--- config.mk ---
export PLATFORM = sky130hd
export DESIGN_NAME = iop_queue
export DESIGN_NICKNAME = d
export VERILOG_FILES = /design/src/rtl/iop_queue.sv
export SDC_FILE = /design/constraint.sdc
export NUM_CORES = 1
export LEC_CHECK = 0
export ABC_AREA = 0
export BUFFER_PORTS_ARGS = -buffer_cell sky130_fd_sc_hd__buf_2
export CAP_MARGIN = 40
export CORE_MARGIN = 3
export CORE_UTILIZATION = 40
export CTS_CLUSTER_SIZE = 40
export DETAILED_ROUTE_END_ITERATION = 8
export PLACE_DENSITY_LB_ADDON = 0.15
export SYNTH_ARGS = -nofsm -noshare
export SYNTH_HDL_FRONTEND = slang
export SYNTH_SLANG_ARGS = --single-unit
--- constraint.sdc ---
create_clock -name clk -period 4.3 [get_ports clk]
set_input_delay 0.645 -clock clk [delete_from_list [all_inputs] [get_ports clk]]
set_output_delay 0.645 -clock clk [all_outputs]
set_load 0.01 [all_outputs]
--- src/rtl/iop_queue.sv ---
// iop_queue: in-order scheduling queue that walks the head iop through AGU/LOAD/ALU/STORE and retires it.
// Optional IOPQ_BYPASS_EN: an ALU-first iop pushed into an empty queue is presented to the ALU in the push cycle.
module iop_queue #(
  parameter int DEPTH = 4
) (
  input  logic        clk,
  input  logic        rst,
  input  logic        id_feed,
  input  logic [31:0] id_iop,
  input  logic [2:0]  id_iop_init,
  output logic        hold,
  input  logic        flush,
  output logic [31:0] iop_out,
  output logic        agu_req,
  input  logic        agu_ack,
  output logic        ld_req,
  input  logic        ld_ack,
  output logic        alu_req,
  input  logic        alu_ack,
  output logic        st_req,
  input  logic        st_ack,
  output logic        iop_retire,
  output logic        busy
);
  localparam int PW = $clog2(DEPTH);
  localparam int CW = PW + 1;
  localparam logic [CW-1:0] FULL = CW'(DEPTH);

  // step | meaning
  // AGU  | address generation pending
  // LD   | load pending, width in iop[3]
  // ALU  | alu operation pending
  // ST   | store pending, rmw in iop[4]
  typedef enum logic [1:0] {S_AGU = 2'b00, S_LD = 2'b01, S_ALU = 2'b10, S_ST = 2'b11} step_t;

  logic [31:0]   mem_iop  [DEPTH];
  step_t         mem_step [DEPTH];
  logic [PW-1:0] wr_ptr, rd_ptr;
  logic [CW-1:0] count;
  logic          retire_q;

  logic          accept, byp, head_vld, cur_ack, done, retire_now, pop, push_wr, adv;
  logic [31:0]   head_iop;
  step_t         head_step, next_step, init_step, push_step;

  assign busy   = (count != '0);
  assign hold   = (count == FULL);
  assign accept = id_feed & ~hold & id_iop_init[2];

  always_comb begin
    if (id_iop_init[0])      init_step = S_AGU;
    else if (id_iop_init[1]) init_step = S_ALU;
    else                     init_step = S_LD;
  end

`ifdef IOPQ_BYPASS_EN
  assign byp = ~busy & accept & ~rst & ~flush & (init_step == S_ALU);
`else
  assign byp = 1'b0;
`endif

  assign head_iop  = byp ? id_iop : mem_iop[rd_ptr];
  assign head_step = byp ? S_ALU : mem_step[rd_ptr];
  assign head_vld  = busy | byp;

  always_comb begin
    cur_ack   = 1'b0;
    next_step = head_step;
    done      = 1'b0;
    case (head_step)
      S_AGU: begin
        cur_ack   = agu_ack;
        next_step = (head_iop[22] & ~head_iop[4]) ? S_ALU : S_LD;
      end
      S_LD: begin
        cur_ack   = ld_ack;
        next_step = S_ALU;
      end
      S_ALU: begin
        cur_ack   = alu_ack;
        next_step = S_ST;
        done      = ~head_iop[22];
      end
      default: begin
        cur_ack = st_ack;
        done    = 1'b1;
      end
    endcase
  end

  assign retire_now = head_vld & cur_ack & done;
  assign adv        = busy & cur_ack & ~done;
  assign pop        = busy & retire_now;
  // a bypassed iop that finishes in its push cycle never occupies an entry
  assign push_wr    = accept & ~(byp & retire_now);
  assign push_step  = byp ? (cur_ack ? next_step : S_ALU) : init_step;

  assign iop_out    = head_vld ? head_iop : 32'h0;
  assign agu_req    = head_vld & (head_step == S_AGU);
  assign ld_req     = head_vld & (head_step == S_LD);
  assign alu_req    = head_vld & (head_step == S_ALU);
  assign st_req     = head_vld & (head_step == S_ST);
  assign iop_retire = retire_q;

  always_ff @(posedge clk) begin
    if (rst || flush) begin
      wr_ptr   <= '0;
      rd_ptr   <= '0;
      count    <= '0;
      retire_q <= 1'b0;
    end else begin
      retire_q <= retire_now;
      if (push_wr) wr_ptr <= wr_ptr + PW'(1);
      if (pop)     rd_ptr <= rd_ptr + PW'(1);
      if (push_wr & ~pop)      count <= count + CW'(1);
      else if (~push_wr & pop) count <= count - CW'(1);
    end
  end

  always_ff @(posedge clk) begin
    if (!rst && !flush) begin
      if (push_wr) begin
        mem_iop[wr_ptr]  <= id_iop;
        mem_step[wr_ptr] <= push_step;
      end
      if (adv) mem_step[rd_ptr] <= next_step;
    end
  end

endmodule

Yosys cells after proc, flatten, opt, wreduce, memory -nomap -nowiden
Memory sizes are Yosys's and may differ from the RTL's. A register that Yosys moved wholly into a read port is not among the register bits.
Cells that the tools add are included.
{ "word_totals": {"ram_bits": 136, "n_memories": 2, "latchBits": 0, "romBits": 0, "regBits": 8, "inputBits": 43} }
{ "op_classes": {"bitwise": 19, "shift": 0, "muxes": 19, "mul": 0, "reduce_logical": 8, "eq_ne": 4, "order_cmp": 0, "add_sub_neg": 4, "div_mod_pow": 0} }
{ "memory_table": {"columns": ["name", "words", "width", "rd", "rd_clocked_by_memory_dff", "wr", "line_no", "text"], "rows": [
  ["mem_iop", 4, 32, 1, 1, 1, "36", "logic [31:0] mem_iop [DEPTH];"],
  ["mem_step", 4, 2, 1, 1, 2, "37", "step_t mem_step [DEPTH];"]
]} }
{ "op_table": {"columns": ["op", "count"], "rows": [
  ["2-to-1 mux 32 bit", 1],
  ["2-to-1 mux 2 bit", 7],
  ["bitwise AND 1 bit", 13],
  ["2-to-1 mux 1 bit", 6],
  ["2-to-1 mux 3 bit", 2],
  ["inverter 1 bit", 6],
  ["one-hot mux 2 bit (3 select lines)", 1],
  ["adder 2 x 1 -> 2 bit (second input constant)", 2],
  ["== test 2 bit (second input constant)", 2],
  ["adder 3 x 1 -> 3 bit (second input constant)", 1],
  ["== test 3 bit (second input constant)", 1],
  ["one-hot mux 1 bit (3 select lines)", 1],
  ["nonzero test 3 bit", 1],
  ["subtractor 3 x 1 -> 3 bit (second input constant)", 1],
  ["== test 2 x 1 -> 1 bit (second input constant)", 1],
  ["logical NOT 1 bit", 2],
  ["logical NOT 2 bit", 1],
  ["one-hot mux 1 bit (2 select lines)", 1],
  ["nonzero test 2 bit", 1],
  ["OR reduction 2 bit", 1],
  ["logical AND 1 bit", 1],
  ["logical OR 1 bit", 1]
]} }

Depth between registers and ports, before layout
{ "depth": {"ltp_word": 8, "mapped_depth": 14} }

Worst setup path after synthesis
No wires, ideal clock.
{ "synth_path": {"path_kind": "reg-to-reg", "from": "register (tool-made name)", "to": "register count[2]", "slack_ns": 1.220, "path_buffers": 2, "setup_time_ns": 0.071, "arrival_ns": 3.010, "path_stages_with_launch": 14, "path_cell_list": "dfxtp_1 buf_6 mux4_2 ha_1 a21oi_1 a221oi_4 nand2b_4 buf_6 ha_1 inv_1 fa_1 xor2_1 or3_1 a21oi_1"} }
{ "synth_rtl": {"columns": ["element", "line_no", "text"], "rows": [
  ["to (signal assigned)", "115", "if (push_wr & ~pop) count <= count + CW'(1);"],
  ["to (signal assigned)", "116", "else if (~push_wr & pop) count <= count - CW'(1);"],
  ["to (decl)", "39", "logic [CW-1:0] count;"]
]} }

==> impl_results.md <==
* Hold Worst Slack at 444.1 ps
* Area Growth Syn to Fin at 21.25%
* Sw power at approximately 0.00064 W
* Int Power at 0.002542 W
* Cts bufs inserted at 17
* Hold Buf Count CTS at 0
* NumNets Final at 471
* Crit end category: flop
* Tmin final at ~3100 ps
* Slew HR at 49.18%
* Post-Route WL at 11,310 um
* Ranking of synthesized cells by area: edfxtp_1 67%, mux4_2 13%, nor2b_1 3.7%, dfxtp_1 3.3%, ha_1 2.9%
* Clk network pwr share at 45.5%
* Final HPWL DP at 7307 um
* Setup TNS at 0 ps
* Outcome: finished, final reports clean
* Placed inst area at around 6800 sq um
* Crit share post-route at 72.85%
* Clk root buf: clkbuf_16
* Mapped cell area at 6060 sq um
* Clock skew at 5.778 ps
* # DRC at 0
* Worst Tran Pin Value at 759.5 ps
* Initial DRC Count at 179
* Clk_lat worst skew at 410 ps
* Sw Share at 20.22%
* Die height at 129.1 um
* Seq. cell area at 4287 sq um
* Design Area, Final at 7347 sq um
* WP data required at 4640 ps
* Detailed-route wire length per cell at 18.54 um
* Rows at 44
* Fillers at 1,226
* Max Root-Sink Buffers at 2
* Final hold vios at 0
* Max IR drop VDD at 0.2466 mV
* EDFF count, synth at 136
* Antenna-violating nets left at 0
* Synthesized area per cell at 18.94 sq um
* RSZ-0062 raised after global routing: no
* GR Util All Layers at 14.58%
* Netlist cell types at 33
* Core Area at 14,700 sq um
* Die area at 16,660 sq um
* Top FF cell, synth: edfxtp_1
* CP startpoint kind: flop
* Reg2Reg Setup Slack at 1170 ps
* TritonCTS clock tree: yes
* Register area share after synthesis at between 70% and 80%
* P_leak at roughly 2.7 nW
* Initial antenna violation count at 1
* Ant diodes at 0
* Yosys warns at 0
* Initial Utilization at about 41%
* Mapped Nets at 378
* Synth Register Bits at 146
* Share of layout cells above drive strength 1 at 39.44%
* Most common cell after layout, fill and taps aside: edfxtp_1
* Final setup vio count at 0
* Setup ws final at around 1200 ps
* Via count at 3,128
* Gpl congestion at 0.8125
* First-pass GRT wire length at ~18,000 um
* # Post-CTS Setup Buffers at 0
* Achievable Freq at 319.2 MHz
* Gate power share at 5.3%
* Number of global-route vias before repair at 3,340
* Seq pwr share at 49.2%
* Top fanout value on the critical path at 9
* Sink Count at 146
* Max cap viols at 0
* DIE WIDTH at 129.1 um
* GR Overflow Total at 0
* Asr flop ratio synth at 0%
* Crit Path Class: reg -> reg
* Post-cts sizing count at 0
* Yosys top cell area share at 67.40%
* PwrDens at between 400 and 500 nW/um^2
* Fin. max-slew vios at 0
* CP arrival at about 3500 ps
* Synthesized instance count at 320
* 1st-pass router iterations at 4
* Number of port buffers at 81
* DR vias/cell at about 5
* Hold Path Class: in -> reg
* Most frequent cells in the layout: 136 x edfxtp_1, 81 x buf_2, 36 x nor2b_1
* Placement Setup Slack at 1179 ps
* Largest net degree at the start of global routing at 39
* Clk slew on worst S/H paths at 60 ps
* H-tree levels at 4
* Largest area contributor in the synthesized netlist: edfxtp_1
* Area of the multi-input gates at 1673 sq um
* # IOs at 82
[state kept, by name (all words and copies together), names as in the netlist, named ones only]
register	flops
count	3
mem_iop	128
mem_step	8
iop_retire	1
rd_ptr	2
wr_ptr	2
[cell type report]
type	instances	area share [%]
Clock inverter	14	2.180
Sequential cell	146	58.34
Inverter	10	0.5109
Tap cell	184	3.134
Timing Repair Buffer	89	7.221
Clock buffer	18	5.841
Multi-Input combinational cell	149	22.77
[through the flow]
step	total power [W]	instances	util, %
after floorplan	0.001690	320	-
after global placement	0.001764	574	45.33
after detailed placement	0.001770	578	45.97
after CTS	0.003226	610	49.98
after global routing	0.003317	610	49.98
final	0.003186	610	49.98
[final timing paths]
kind | startpoint | end | cells after the start
max reg2reg | flop | count[2] | 11
max | flop | count[2] | 11
min reg2reg | count[2] | count[2] | 2
min | id_iop[7] | mem_iop[0][7] | 1
[critical path, stage by stage, from the launching register on]
cell and delay, ps:
dfxtp_2 370, mux4_2 570, ha_1 270, a22oi_1 310, a221oi_4 170, nand2b_4 150
ha_1 190, inv_1 60, fa_1 380, xor2_1 170, or3_1 300, a21oi_1 130
[layer usage]
metal  GRT usage (%)  share of wire, %  vias to the layer above
met1           18.33                43                     1587
met5               0              0.11                        -
met4           6.794               2.3                        2
met3           3.957               4.1                       21
met2           23.69                50                       73
li1                -                 -                     1445
[cell usage after synthesis, drive strengths merged (2+ instances only)]
master / n
mux4: 34
or2: 3
nor2b: 36
mux2i: 11
clkbuf: 10
ha: 14
a32oi: 4
xor2: 2
nand2: 3
inv: 10
nor2: 14
dfxtp: 10
and3: 4
buf: 5
nand4: 4
mux2: 4
edfxtp: 136
a21oi: 2
nand2b: 3
[cells by family (layout without fill, tap and decap cells)]
| group | Yosys count | count (layout) | synth area share [%] |
|---|---|---|---|
| compound gates | 11 | 11 | 1.631 |
| mux | 49 | 49 | 15.38 |
| simple gates | 71 | 71 | 6.773 |
| xor+xnor | 3 | 3 | 0.4337 |
| flops | 146 | 146 | 70.70 |
| fa+ha+maj | 15 | 15 | 3.221 |
| buf+inv | 25 | 131 | 1.858 |
[power groups by stage]
stage	clock network, W	logic, W	registers, W
floorplan	0	0.0000939	0.00160
global placement	0	0.000168	0.00160
detailed placement	0	0.000174	0.00160
CTS	0.00148	0.000175	0.00157
global route	0.00156	0.000190	0.00157
finish	0.00145	0.000169	0.00157
Note: power is estimated with default switching activity, not from simulation.
